--- src/rtl/bus_arbiter.sv ---
// Round-robin arbiter for a shared tri-state bus: registered grant, driver enable
// delayed one settle cycle, and a one-cycle turnaround gap between owners.
module bus_arbiter #(
  parameter int N        = 4,
  parameter int MAX_HOLD = 8
) (
  input  logic                 clk,
  input  logic                 rst_n,
  input  logic [N-1:0]         req,
  output logic [N-1:0]         grant,
  output logic [N-1:0]         drv_en,
  output logic [$clog2(N)-1:0] owner,
  output logic                 busy
);
  localparam int OW = $clog2(N);
  localparam int HW = 8;

  typedef enum logic [1:0] {IDLE, GRANT, TURN} state_t;

  state_t         state, state_n;
  logic [N-1:0]   grant_n, drv_n;
  logic [OW-1:0]  owner_n, last, last_n, win_idx;
  logic [HW-1:0]  hold, hold_n;
  logic           win_found, others, hold_max;

  // First requester above the last releasing owner, wrapping around.
  always_comb begin
    win_found = 1'b0;
    win_idx   = '0;
    for (int i = 1; i <= N; i++) begin
      if (!win_found && req[OW'((int'(last) + i) % N)]) begin
        win_found = 1'b1;
        win_idx   = OW'((int'(last) + i) % N);
      end
    end
  end

  assign others   = |(req & ~(N'(1) << owner));
  assign hold_max = (hold == HW'(MAX_HOLD - 1));

  always_comb begin
    state_n = state;
    grant_n = grant;
    drv_n   = drv_en;
    owner_n = owner;
    hold_n  = hold;
    last_n  = last;
    case (state)
      IDLE, TURN: begin
        grant_n = '0;
        drv_n   = '0;
        state_n = IDLE;
        if (win_found) begin
          state_n = GRANT;
          grant_n = N'(1) << win_idx;
          owner_n = win_idx;
          hold_n  = '0;
        end
      end
      GRANT: begin
        if (!req[owner] || (hold_max && others)) begin
          state_n = TURN;
          grant_n = '0;
          drv_n   = '0;
          last_n  = owner;
        end else begin
          // driver enable follows grant after one settle cycle
          drv_n = grant;
          if (!hold_max) hold_n = hold + HW'(1);
        end
      end
      default: begin
        state_n = IDLE;
        grant_n = '0;
        drv_n   = '0;
      end
    endcase
  end

  always_ff @(posedge clk or negedge rst_n) begin
    if (!rst_n) begin
      state  <= IDLE;
      grant  <= '0;
      drv_en <= '0;
      owner  <= '0;
      hold   <= '0;
      last   <= OW'(N - 1);
    end else begin
      state  <= state_n;
      grant  <= grant_n;
      drv_en <= drv_n;
      owner  <= owner_n;
      hold   <= hold_n;
      last   <= last_n;
    end
  end

  assign busy = |grant;

endmodule

--- config.mk ---
export PLATFORM = sky130hd
export DESIGN_NAME = bus_arbiter
export DESIGN_NICKNAME = d
export VERILOG_FILES = /design/src/rtl/bus_arbiter.sv
export SDC_FILE = /design/constraint.sdc
export NUM_CORES = 1
export LEC_CHECK = 0
export CELL_PAD_IN_SITES_DETAIL_PLACEMENT = 1
export CELL_PAD_IN_SITES_GLOBAL_PLACEMENT = 1
export CORE_UTILIZATION = 42
export DETAILED_ROUTE_END_ITERATION = 8
export MAX_ROUTING_LAYER = met4
export PLACE_DENSITY = 0.84
export RECOVER_POWER = 25
export SLEW_MARGIN = 10
export SYNTH_ARGS = -nofsm -noshare
export SYNTH_HDL_FRONTEND = slang
export SYNTH_SLANG_ARGS = --single-unit
--- constraint.sdc ---
create_clock -name clk -period 2.3 [get_ports clk]
set_input_delay 0.23 -clock clk [delete_from_list [all_inputs] [get_ports clk]]
set_output_delay 0.23 -clock clk [all_outputs]
set_load 0.02 [all_outputs]
## Word-level counts from Yosys, hierarchy flattened

Cells that the tools add are included.

- Register bits: 22
- Input port bits: 6
- Output and inout port bits: 11
- Word-level logic and storage cells: 77

- Add/sub/neg operators: 5
- Magnitude comparators: 5
- Equal/unequal tests: 7
- Shifts and indexed selects: 2
- Multiplexer cells: 33
- Bitwise operators: 2
- Reductions and logical operators: 17

Operators by type and width:

| cell | number |
|---|---|
| $mux 8 | 3 |
| $lt 2x4->1 const B | 4 |
| $pmux 8 s2 | 1 |
| $mux 1 | 14 |
| $mux 4 | 3 |
| $bmux 1 s2 | 5 |
| $mux 2 | 5 |
| $add 8x1->8 const B | 1 |
| $eq 8x3->1 const B | 1 |
| $ne 2x2->1 const B | 4 |
| $pmux 4 s2 | 1 |
| $reduce_or 4->1 | 2 |
| $shl 1x2->4 const A | 2 |
| $add 2x1->2 const B | 2 |
| $add 2x2->2 const B | 2 |
| $and 4x4->4 | 1 |
| $logic_and 1x1->1 | 4 |
| $logic_not 1->1 | 4 |
| $not 4->4 | 1 |
| $pmux 2 s2 | 1 |
| $reduce_and 2->1 | 2 |
| $reduce_and 4->1 | 1 |
| $lt 2x3->1 const B | 1 |
| $eq 2x1->1 const B | 1 |
| other kinds (5) | 5 |

## Longest topological paths before layout

- Depth in word-level cells: 17
- Gate-level depth with buffers: 6
- Mapped depth without buffers: 5

## Worst setup path after synthesis

Ideal clock, no wire load.

- Path type: register to register
- Start: register owner[1]
- End: register hold[0]
- Library setup time: 0.125 ns
- Arrival: 1.735 ns
- Required time: 2.175 ns
- Slack: 0.440 ns
- Stages on the path, launching flop included: 7
- Buffers on the path: 2
- Clock period less this slack: 1.860 ns
- Cell sequence: dfrtp_1 > buf_4 > mux4_2 > buf_6 > nand2_2 > a21oi_2 > mux2_4

- Longest elaborated chain between the ends: 8
- Elaborated cells on any way between the ends: 11
- Classes of those cells: 1 x eq/ne; 1 x shift; 2 x mux; 2 x bitwise; 5 x reduce/logical

RTL lines:

| element | line | source |
|---|---|---|
| start, declared | 12 | `output logic [$clog2(N)-1:0] owner,` |
| start signal, assigned | 92 | `owner <= owner_n;` |
| $shl 1x2->4 | 38 | `assign others = \|(req & ~(N'(1) << owner));` |
| $not 4->4 | 38 |  |
| $and 4x4->4 | 38 |  |
| $reduce_or 4->1 | 38 |  |
| $logic_and 1x1->1 | 61 | `if (!req[owner] \|\| (hold_max && others)) begin` |
| $logic_or 1x1->1 * | 61 |  |
| $ne 2x2->1 (no line) * | -- |  |
| $reduce_and 4->1 (no line) * | -- |  |
| end signal, assigned | 93 | `hold <= hold_n;` |
| end, declared | 23 | `logic [HW-1:0] hold, hold_n;` |

Mark *: on every way between the ends. The rest lies on a longest branch, timed or not. The select of a mux whose other input is x is not followed.
A chain may end at the register's enable or synchronous reset.

## Worst setup path after layout

- Start: register grant[3]
- End: output busy

- Longest elaborated chain between the ends: 1

RTL lines:

| element | line | source |
|---|---|---|
| start, declared | 10 | `output logic [N-1:0] grant,` |
| start signal, assigned | 90 | `grant <= grant_n;` |
| $reduce_or 4->1 | 98 | `assign busy = \|grant;` |
| end, declared | 13 | `output logic busy` |

Every way passes these cells.

==> metrics.yaml <==
cells_and_area:
  fin_area_mm2: 0.00152
  regArea_um2: 553
  antenna_cells: 0
  layout-drive-gt1-share: 0.160
  area_growth_pct: 20.4
  fillCellCount: 311
  multi_input_area_um2: 664
  layout.nets: 152
synthesis:
  synth-simple-area-share: 0.287
  synth-main-ff-cell: "dfrtp_1"
  synth.ff_latch_count: 22
  yosysUniqueCellTypes: 49
  synth_area_leaders: "dfrtp_1, nand2_1, dfstp_2"
  yosys.area_share.adder: 0.00990
  synth_common_cells: "dfrtp_1, nand2_1, and2_1, nand2b_1"
  synth-seq-area-share: 0.438
  synthCells: 124
  muxShareOfSynthArea: 0.0624
  synth-compound-area-share: 0.159
  yosysMostFrequentCell: "dfrtp_1"
  syn_area_mm2: 0.00126
  async_flop_share: 1.00
  yosys.area.top_type: "dfrtp_1"
  yosys_warnings: 0
  post_synth.cell_area_avg_um2: 10.2
  synth-xor-area-share: 0.00693
  syn-num-nets: 131
  synth_edf_count: 0
  synth_top_family_by_area: "simple AND/OR/NAND/NOR gates"
  yosysTopAreaCellShare: 0.396
critical_path:
  cp.depth: 2
  crit_fanout: 4
  reg2regPathDepth: 4
  crit_chain: "or4_1, clkdlybuf4s50_1"
  cp-end-kind: "output pin"
  critPathMaxStageDelay_ns: 0.55
  crit_buf_inv: 1
  crit_type: "flip-flop to output pin"
  crit_path_top_delay_cell: "clkdlybuf4s50_1"
  start_kind: "flip-flop"
  required_ns: 2.07
  worstPathArrival_ns: 1.83
  crit_family: "buffers and inverters"
pwr:
  p_int_mw: 1.13
  pwr_density_cell_mw_per_mm2: 1250
  p_sw_frac: 0.408
  p_clk_frac: 0.160
  switching_power_mw: 0.778
  seqPwrFrac: 0.348
  p_comb_frac: 0.492
  power_mw: 1.91
  leakage_nw: 0.631
  ir_worst_vdd_v: 0.000457
sta:
  fin_worst_skew_ns: 0.00316
  hold_viol_final: 0
  fin_tns_setup_ns: 0
  setup_violations: 0
  max_freq_mhz: 486
  tightest_slew_ns: 1.23
  min_period_ns: 2.06
  finalCritPeriodShare: 0.895
  rsz0062_at_grt: "no"
  drv_slew: 0
  slew_headroom: 0.183
  fin_ws_ns: 0.242
clock_network:
  cts_tree: "done"
  cts_resized: 0
  postCtsHoldBufs: 0
  cts_buffers: 3
  clk_transition_reported_paths_ns: 0.13
  postCtsSetupBuffers: 0
  clockRootBuffer: "clkbuf_4"
  cts_sinks: 22
  clk_path_buf_depth: 2
  htree_num_levels: 1
  clk_latency_ns: 0.32
floorplan:
  die_h_um: 56.9
  dieWidth_um: 56.9
  io_pins: 17
  rows: 19
  start_util: 0.450
  coreArea_mm2: 0.00281
  fp.dieArea_mm2: 0.00323
drt:
  wl_per_cell_um: 17.8
  routed_wl_um: 3120
  antenna_left: 0
  first_pass_iters: 6
  vias: 1035
  initialDrtViolationCount: 25
  vias_per_cell: 5.91
  drc: 4
placed_design:
  portBuffers: 16
  placed_area_mm2: 0.00147
  place_ws_ns: 0.238
  gp_congestion: 0.851
  place_hpwl_um: 2310
job:
  maxCapViolCount: 0
global_route:
  grt_pass1_wl_um: 5480
  grt_max_degree: 23
  antenna_found_initial: 0
  grt_pass1_vias: 1108
  grtUsageTotal: 0.230
  grt_remaining_overflow: 0
hold_path:
  hold_depth: 1
  hold_class: "flip-flop to flip-flop"
outcome:
  status: "finished with violations"
  failed_checks: "design-rule violations"
-- cells in the final DEF, fill, tap and decap left out, drive strengths merged, types with 2 or more instances in the layout --
| cell | n |
|---|---|
| nand2 | 16 |
| nor2b | 4 |
| clkbuf | 4 |
| inv | 3 |
| mux2 | 2 |
| a211oi | 2 |
| nor4 | 2 |
| nor2 | 5 |
| or3 | 2 |
| clkdlybuf4s50 | 15 |
| o221ai | 2 |
| o21ai | 2 |
| dfstp | 2 |
| nand2b | 6 |
| o2bb2ai | 2 |
| nand3b | 2 |
| mux2i | 3 |
| or4 | 3 |
| dfrtp | 20 |
| nand3 | 4 |
| nand4 | 5 |
| nor3 | 2 |
| buf | 5 |
| and2 | 6 |
| a21oi | 7 |
-- worst reg2reg max path, delay by kind of cell (launching register included) --
kind	cells	cell delay, ns
DFF	1	0.45
and+or+nand+nor	1	0.60
AOI/OAI and AO/OA	3	0.76
-- metrics by stage --
stage                util  hold WS, ns  instances
floorplan               -      -0.0656        124
global placement    0.525        0.512        171
detailed placement  0.525        0.526        171
CTS                 0.544        0.241        175
global route        0.542        0.581        175
finish              0.542        0.548        175
-- per-layer routing --
metal,global-route usage,vias to the layer above,share of wire
met5,-,-,0
met4,0.0732,0,0.015
met3,0.0276,5,0.017
met2,0.366,10,0.49
met1,0.306,524,0.48
li1,-,496,-
-- cell type report --
cell class,count,area share
Multi-Input combinational cell,93,0.437
Sequential cell,22,0.363
Timing Repair Buffer,22,0.132
Tap cell,31,0.0255
Clock inverter,1,0.0197
Clock buffer,3,0.0148
Inverter,3,0.00740
-- registers in the layout, summed over array words and instances (netlist names) --
register and count:
drv_en 4, grant 4, hold 8, last 2, owner 2, state 2
-- final timing paths --
kind,from,to,slack [ns]
min in group asynchronous,rst_n,grant[0]$_DFF_PN0_,0.67
setup reg to reg,hold[3]$_DFFE_PN0P_,grant[3]$_DFF_PN0_,0.39
hold / removal,grant[1]$_DFF_PN0_,grant[1]$_DFF_PN0_,0.55
max in group asynchronous,rst_n,state[1]$_DFFE_PN0P_,0.91
setup / recovery,grant[3]$_DFF_PN0_,busy,0.24
hold reg to reg,grant[1]$_DFF_PN0_,grant[1]$_DFF_PN0_,0.55
-- kinds of logic (layout without fill, tap and decap cells) --
logic type / after synthesis / in the layout
adder cells (fa/ha/maj): 1 / 1
AO/OA/AOI/OAI: 24 / 24
buffers and inverters: 9 / 29
flip-flops: 22 / 22
XOR/XNOR: 1 / 1
multiplexers: 6 / 6
AND/OR/NAND/NOR: 61 / 61
-- power by group through the flow --
stage          combinational [mW]  sequential (mW)  clock, mW
2_1_floorplan               0.585            0.673          0
3_3_place_gp                0.902            0.659          0
3_5_place_dp                0.940            0.675          0
4_1_cts                     0.944            0.666      0.317
5_1_grt                      1.02            0.692      0.329
6_report                    0.938            0.665      0.305
Power figures use the tool's default switching activity.
==> edit 1 (config.mk and constraints unchanged) <==
`hold` no longer has a reset.
--- a/src/rtl/bus_arbiter.sv
+++ b/src/rtl/bus_arbiter.sv
@@ -83,16 +83,18 @@
       grant  <= '0;
       drv_en <= '0;
       owner  <= '0;
-      hold   <= '0;
       last   <= OW'(N - 1);
     end else begin
       state  <= state_n;
       grant  <= grant_n;
       drv_en <= drv_n;
       owner  <= owner_n;
-      hold   <= hold_n;
       last   <= last_n;
     end
+  end
+
+  always_ff @(posedge clk) begin
+    hold <= hold_n;
   end
 
   assign busy = |grant;
Formal check against the unedited RTL: same outputs for any inputs over 4 cycles, from zero or initial values and one cycle with rst_n low; that may be too few to reach the edited logic, so the function may still have changed.
==> edit 1 against the original RTL <==
  * Wire length decreased by 10%
  * Worst setup slack got worse by 0.14 ns
  * Sequential cell count unchanged
  * Non-clock buffer count unchanged
  * First-iteration DRC count increased by 12%
  * Synthesized area decreased by 3.9%
  * Clock power decreased by 19%
  * Critical endpoint is now hold[6]
  * Utilization decreased by 0.43 points
  * Cell area decreased by 2.5%
  * Die area decreased by 3.7%
  * Total power increased by 13%
  * Clock skew increased by 0.0077 ns
==> edit 1: results (changes against the original RTL) <==
endpoint of the worst register-to-register path=hold[6]; cell family with most CP delay=compound AO/OA/AOI/OAI gates; maximum number of pins on one net before global-route repair=15 (-35%); post-route DRC violation count=0 (-4); GPL Wtd Cong=0.749 (-12%); first-pass GRT wire length=4940 µm (-9.8%); Port-buffer cells=16 (unchanged); antenna fix cells=0 (unchanged); number of DRC markers after the initial detailed-route iteration=28 (+12%); Post-synth ARST share=63.6% (-36 points); Post-DP HPWL=2200 µm (-4.9%); Nets=137 (-9.9%); arrival time at the worst endpoint=2.15 ns (+0.32 ns); Clock Skews=0.0108 ns (+0.00768 ns); Netlist cell types=44 (-10%); cell with the largest stage delay on the worst path=or4_4; net count of the mapped netlist=114 (-13%); main combinational cell family by area after synthesis=simple AND/OR/NAND/NOR gates; adder-cell share of the synthesized area=1.03% (+0.040 points); share of final-layout standard cells stronger than drive strength 1=19.4% (+3.4 points); IR drop worst, VDD=0.000965 V (+110%); number of global-route vias before repair=1009 (-8.9%); Placement Setup Slack=-0.0720 ns (-0.310 ns); Critical Path Source=owner[0]; fill cell total of the finished layout=300 (-3.5%); Regs by FF count=hold x8, drv_en x4, grant x4; Clk Latency, worst-skew pair=roughly 0.31 ns; largest cells by area after synthesis=dfrtp_1 25%, edfxtp_1 20%, dfstp_2 4.3%, nor2_1 3.4%, a32o_1 3.3%; post-detailed-route wirelength per cell=17.5 µm (-1.6%); path class of the lowest-slack min-delay path=primary input to async pin; total leakage power=0.000569 µW (-9.8%); detailed-routing iteration count for the pre-antenna-repair pass=4 (-2); post-synthesis compound-gate area fraction=17.9% (+2.0 points); Synth top cells by count=12 x dfrtp_1, 11 x nor2_1, 8 x edfxtp_1; proportion of synthesized area in mux cells=4.43% (-1.8 points); global-route usage over all layers=20.9% (-2.1 points); max_slew headroom=57.5% (+39 points); register area share after synthesis=48.8% (+5.1 points); number of synthesized flops with an enable pin=8 (+8); number of buffers created by CTS=3 (unchanged); result of the run=complete, no violations; via-per-instance ratio=5.78 (-2.2%); minimum setup slack among reg-to-reg paths=0.11 ns (-0.28 ns)
## edit 1: kinds of logic (layout without fill, tap and decap cells)
group / after synthesis / count (layout)
adder cells (fa/ha/maj): 1 / 1
AO/OA/AOI/OAI: 25 / 25
buffers and inverters: 5 / 27
XOR/XNOR: 6 / 6
multiplexers: 4 / 4
flip-flops: 22 / 22
AND/OR/NAND/NOR: 44 / 44
## edit 1: layer usage
metal | part of all wire [%] | wire (µm) | GRT usage (%)
met1 | 46 | 1290 | 26.0
met2 | 52 | 1460 | 36.0
met3 | 1.5 | 42 | 2.79
met4 | 0.46 | 13 | 5.36
met5 | 0 | 0 | -
## edit 1: final cells by class
cell class | count | area share [%]
Inverter | 1 | 0.253
Multi-Input combinational cell | 80 | 40.1
Sequential cell | 22 | 40.0
Timing Repair Buffer | 22 | 13.8
Tap cell | 31 | 2.61
Clock buffer | 4 | 3.20
## edit 1: power by group
group          total, µW  leakage [µW]  switching (µW)  internal (µW)
Combinational       1090      0.000283             606            485
Sequential           810      0.000260             166            644
Clock                246     0.0000261             114            133
## edit 1: worst max path at each step
stage                    to  slack, ns  cells past startpoint
detailed placement  hold[3]      -0.07                      5
global route        hold[6]       0.03                      4
CTS                 hold[6]       0.09                      4
floorplan           hold[0]       0.17                      5
finish              hold[6]       0.11                      4
global placement    hold[1]       0.05                      5
## edit 1: metrics by stage
stage,area (µm²),std cells,hold WS [ns]
3_3_place_gp,1440,156,0.516
5_1_grt,1480,160,0.400
2_1_floorplan,1220,107,-0.0656
4_1_cts,1480,160,0.305
6_report,1480,160,0.367
3_5_place_dp,1440,156,0.522
==> edit 2 (same flow settings) <==
Made on the original files. The localparam `HW` goes from 8 to 12.
--- a/src/rtl/bus_arbiter.sv
+++ b/src/rtl/bus_arbiter.sv
@@ -13,7 +13,7 @@
   output logic                 busy
 );
   localparam int OW = $clog2(N);
-  localparam int HW = 8;
+  localparam int HW = 12;
 
   typedef enum logic [1:0] {IDLE, GRANT, TURN} state_t;
 
Function: no difference found for any inputs over 4 cycles, from zero or initial values and one cycle with rst_n low; that may be too few to reach the edited logic, so the function may still have changed.
==> edit 2 against the original RTL <==
  * Synthesized area is 18% higher
  * Worst setup slack worse by 0.10 ns
  * Register-to-register slack worse by 0.25 ns
  * Sequential cell count is 4 higher
  * Count of clock-buffer cells in the layout stayed put
  * Fmax is 4.8% lower
  * Sequential share of layout area is 0.42 points lower
  * Wire length is 35% higher
  * Cell area is 19% higher
  * Total power is 10% higher
  * Synthesized cell count is 23% higher
  * Critical endpoint is now grant[2]
==> edit 2: results (changes against the original RTL) <==
largest cells by area after synthesis=dfrtp_1 40%, or4_1 4.0%, dfstp_2 3.5%, o31ai_1 3.5%, nand2_1 2.5%; gate count after technology mapping=152 (+23%); post-detailed-route wirelength per cell=19.0 µm (+6.5%); path class of the lowest-slack min-delay path=flop to flop; total leakage power=0.000740 µW (+17%); largest driver fanout on the critical path=6 (+2); antenna fix cells=0 (unchanged); Clock Skews=0.0102 ns (+0.00700 ns); IR drop worst, VDD=0.000428 V (-6.2%); Post-DP HPWL=3060 µm (+32%); number of buffers created by CTS=3 (unchanged); placed cell count=218 (+27%); Synth top cells by count=24 x dfrtp_1, 10 x nand2_1, 8 x or4_1; result of the run=complete, no violations; Regs by FF count=hold x12, drv_en x4, grant x4; share of final-layout standard cells stronger than drive strength 1=13.6% (-2.3 points); max_slew headroom=7.02% (-11 points); first-pass GRT wire length=6530 µm (+19%); detailed-routing iteration count for the pre-antenna-repair pass=4 (-2); arrival time at the worst endpoint=2.41 ns (+0.58 ns); Clock Tree Root=clkbuf_4; pin slew with the least headroom to its limit=1.39 ns (+0.169 ns); clock slew seen by the registers of the worst setup and hold paths=0.15 ns (+0.02 ns); cell with the largest stage delay on the worst path=or3_1; Port-buffer cells=16 (unchanged); Bufs on Longest Clock Path=2 (unchanged); number of DRC markers after the initial detailed-route iteration=83 (+230%); Post-synth ARST share=100% (unchanged); global-route usage over all layers=24.4% (+1.4 points); Clk Latency, worst-skew pair=0.34 ns (+0.02 ns); fill cell total of the finished layout=402 (+29%); maximum number of pins on one net before global-route repair=27 (+17%); via count=1387 (+34%); cell family with most CP delay=simple AND/OR/NAND/NOR gates; minimum setup slack among reg-to-reg paths=0.14 ns (-0.25 ns); register area share after synthesis=43.8% (+0.066 points); number of H-tree branching levels=1 (unchanged); Critical Path Source=hold[0]; number of buffers added for setup after CTS=0 (unchanged); number of antenna violations at the first check in global routing=0 (unchanged); yosys synthesis warning count=0 (unchanged); worst hold slack after final layout=0.581 ns (+0.0330 ns); GPL Wtd Cong=0.818 (-3.8%); sort of element at the start of the critical path=flop; startpoint of the worst hold path=hold[10]; CP peak stage delay=0.50 ns (-0.05 ns); Nets=184 (+21%); DRT Wirelength=4210 µm (+35%); Netlist cell types=48 (-2.0%); net count of the mapped netlist=159 (+21%)
edit 2: cell types whose count changed in the layout (fill, tap and decap cells not counted), sizes merged, moves of 3 or more:
cell / unedited run / this run
o311ai: 0 / 3
and2: 6 / 3
inv: 3 / 7
and3: 0 / 4
o31ai: 1 / 7
or4: 3 / 9
dfrtp: 20 / 24
buf: 5 / 10
nand3: 4 / 7
nand2: 16 / 10
edit 2: logic make-up (layout without fill, tap and decap cells):
group | count (synthesis) | count (layout) | share of synthesized area, %
buffers and inverters | 14 | 38 | 4.28
adders and majority gates | 1 | 1 | 0.839
DFF | 26 | 26 | 43.8
muxes | 5 | 5 | 4.53
AOI/OAI and AO/OA | 38 | 38 | 18.7
xor gates and xnor gates | 2 | 2 | 1.18
and+or+nand+nor | 66 | 66 | 26.6
edit 2: metrics by stage:
step | worst slack, ns | cell area (µm²) | total power [µW]
finish | 0.139 | 1820 | 2100
global route | 0.0567 | 1820 | 2210
CTS | 0.0287 | 1810 | 2080
detailed placement | 0.119 | 1750 | 1750
global placement | 0.189 | 1750 | 1690
floorplan | 0.226 | 1490 | 1350
edit 2: power by group:
part / switching [µW] / internal, µW
logic: 575 / 466
registers: 148 / 583
clock network: 149 / 177
edit 2: worst paths after layout:
check | to | cells after the start
max in group asynchronous | hold[4] | 2
setup / recovery | grant[2] | 5
hold / removal | hold[10] | 3
hold reg to reg | hold[10] | 3
min in group asynchronous | hold[8] | 2
setup reg to reg | grant[2] | 5
edit 2: final cells by class:
| class | instances | area, µm² | area share (%) |
|---|---|---|---|
| Tap cell | 46 | 57.6 | 3.17 |
| Inverter | 7 | 26.3 | 1.45 |
| Clock buffer | 3 | 22.5 | 1.24 |
| Clock inverter | 1 | 30.0 | 1.65 |
| Timing Repair Buffer | 27 | 239 | 13.1 |
| Multi-Input combinational cell | 112 | 790 | 43.4 |
| Sequential cell | 26 | 653 | 35.9 |
edit 2: worst min-delay path, stage by stage, from the launching register on:
cell and delay [ns]:
dfrtp_1 0.40, inv_1 0.06, nand2_1 0.05, o41ai_1 0.05
edit 2: repair_timing:
action / in CTS / in global routing
setup endpoints to repair: 0 / 7
gates resized for setup: 0 / 3
hold endpoints to repair: 0 / 0
edit 2: per-layer routing:
metal | track usage [%] | wire (µm) | vias to the layer above
li1 | - | - | 639
met1 | 28.4 | 1790 | 714
met2 | 43.2 | 2260 | 25
met3 | 2.31 | 85 | 9
met4 | 9.21 | 73 | 0
met5 | - | 0 | -
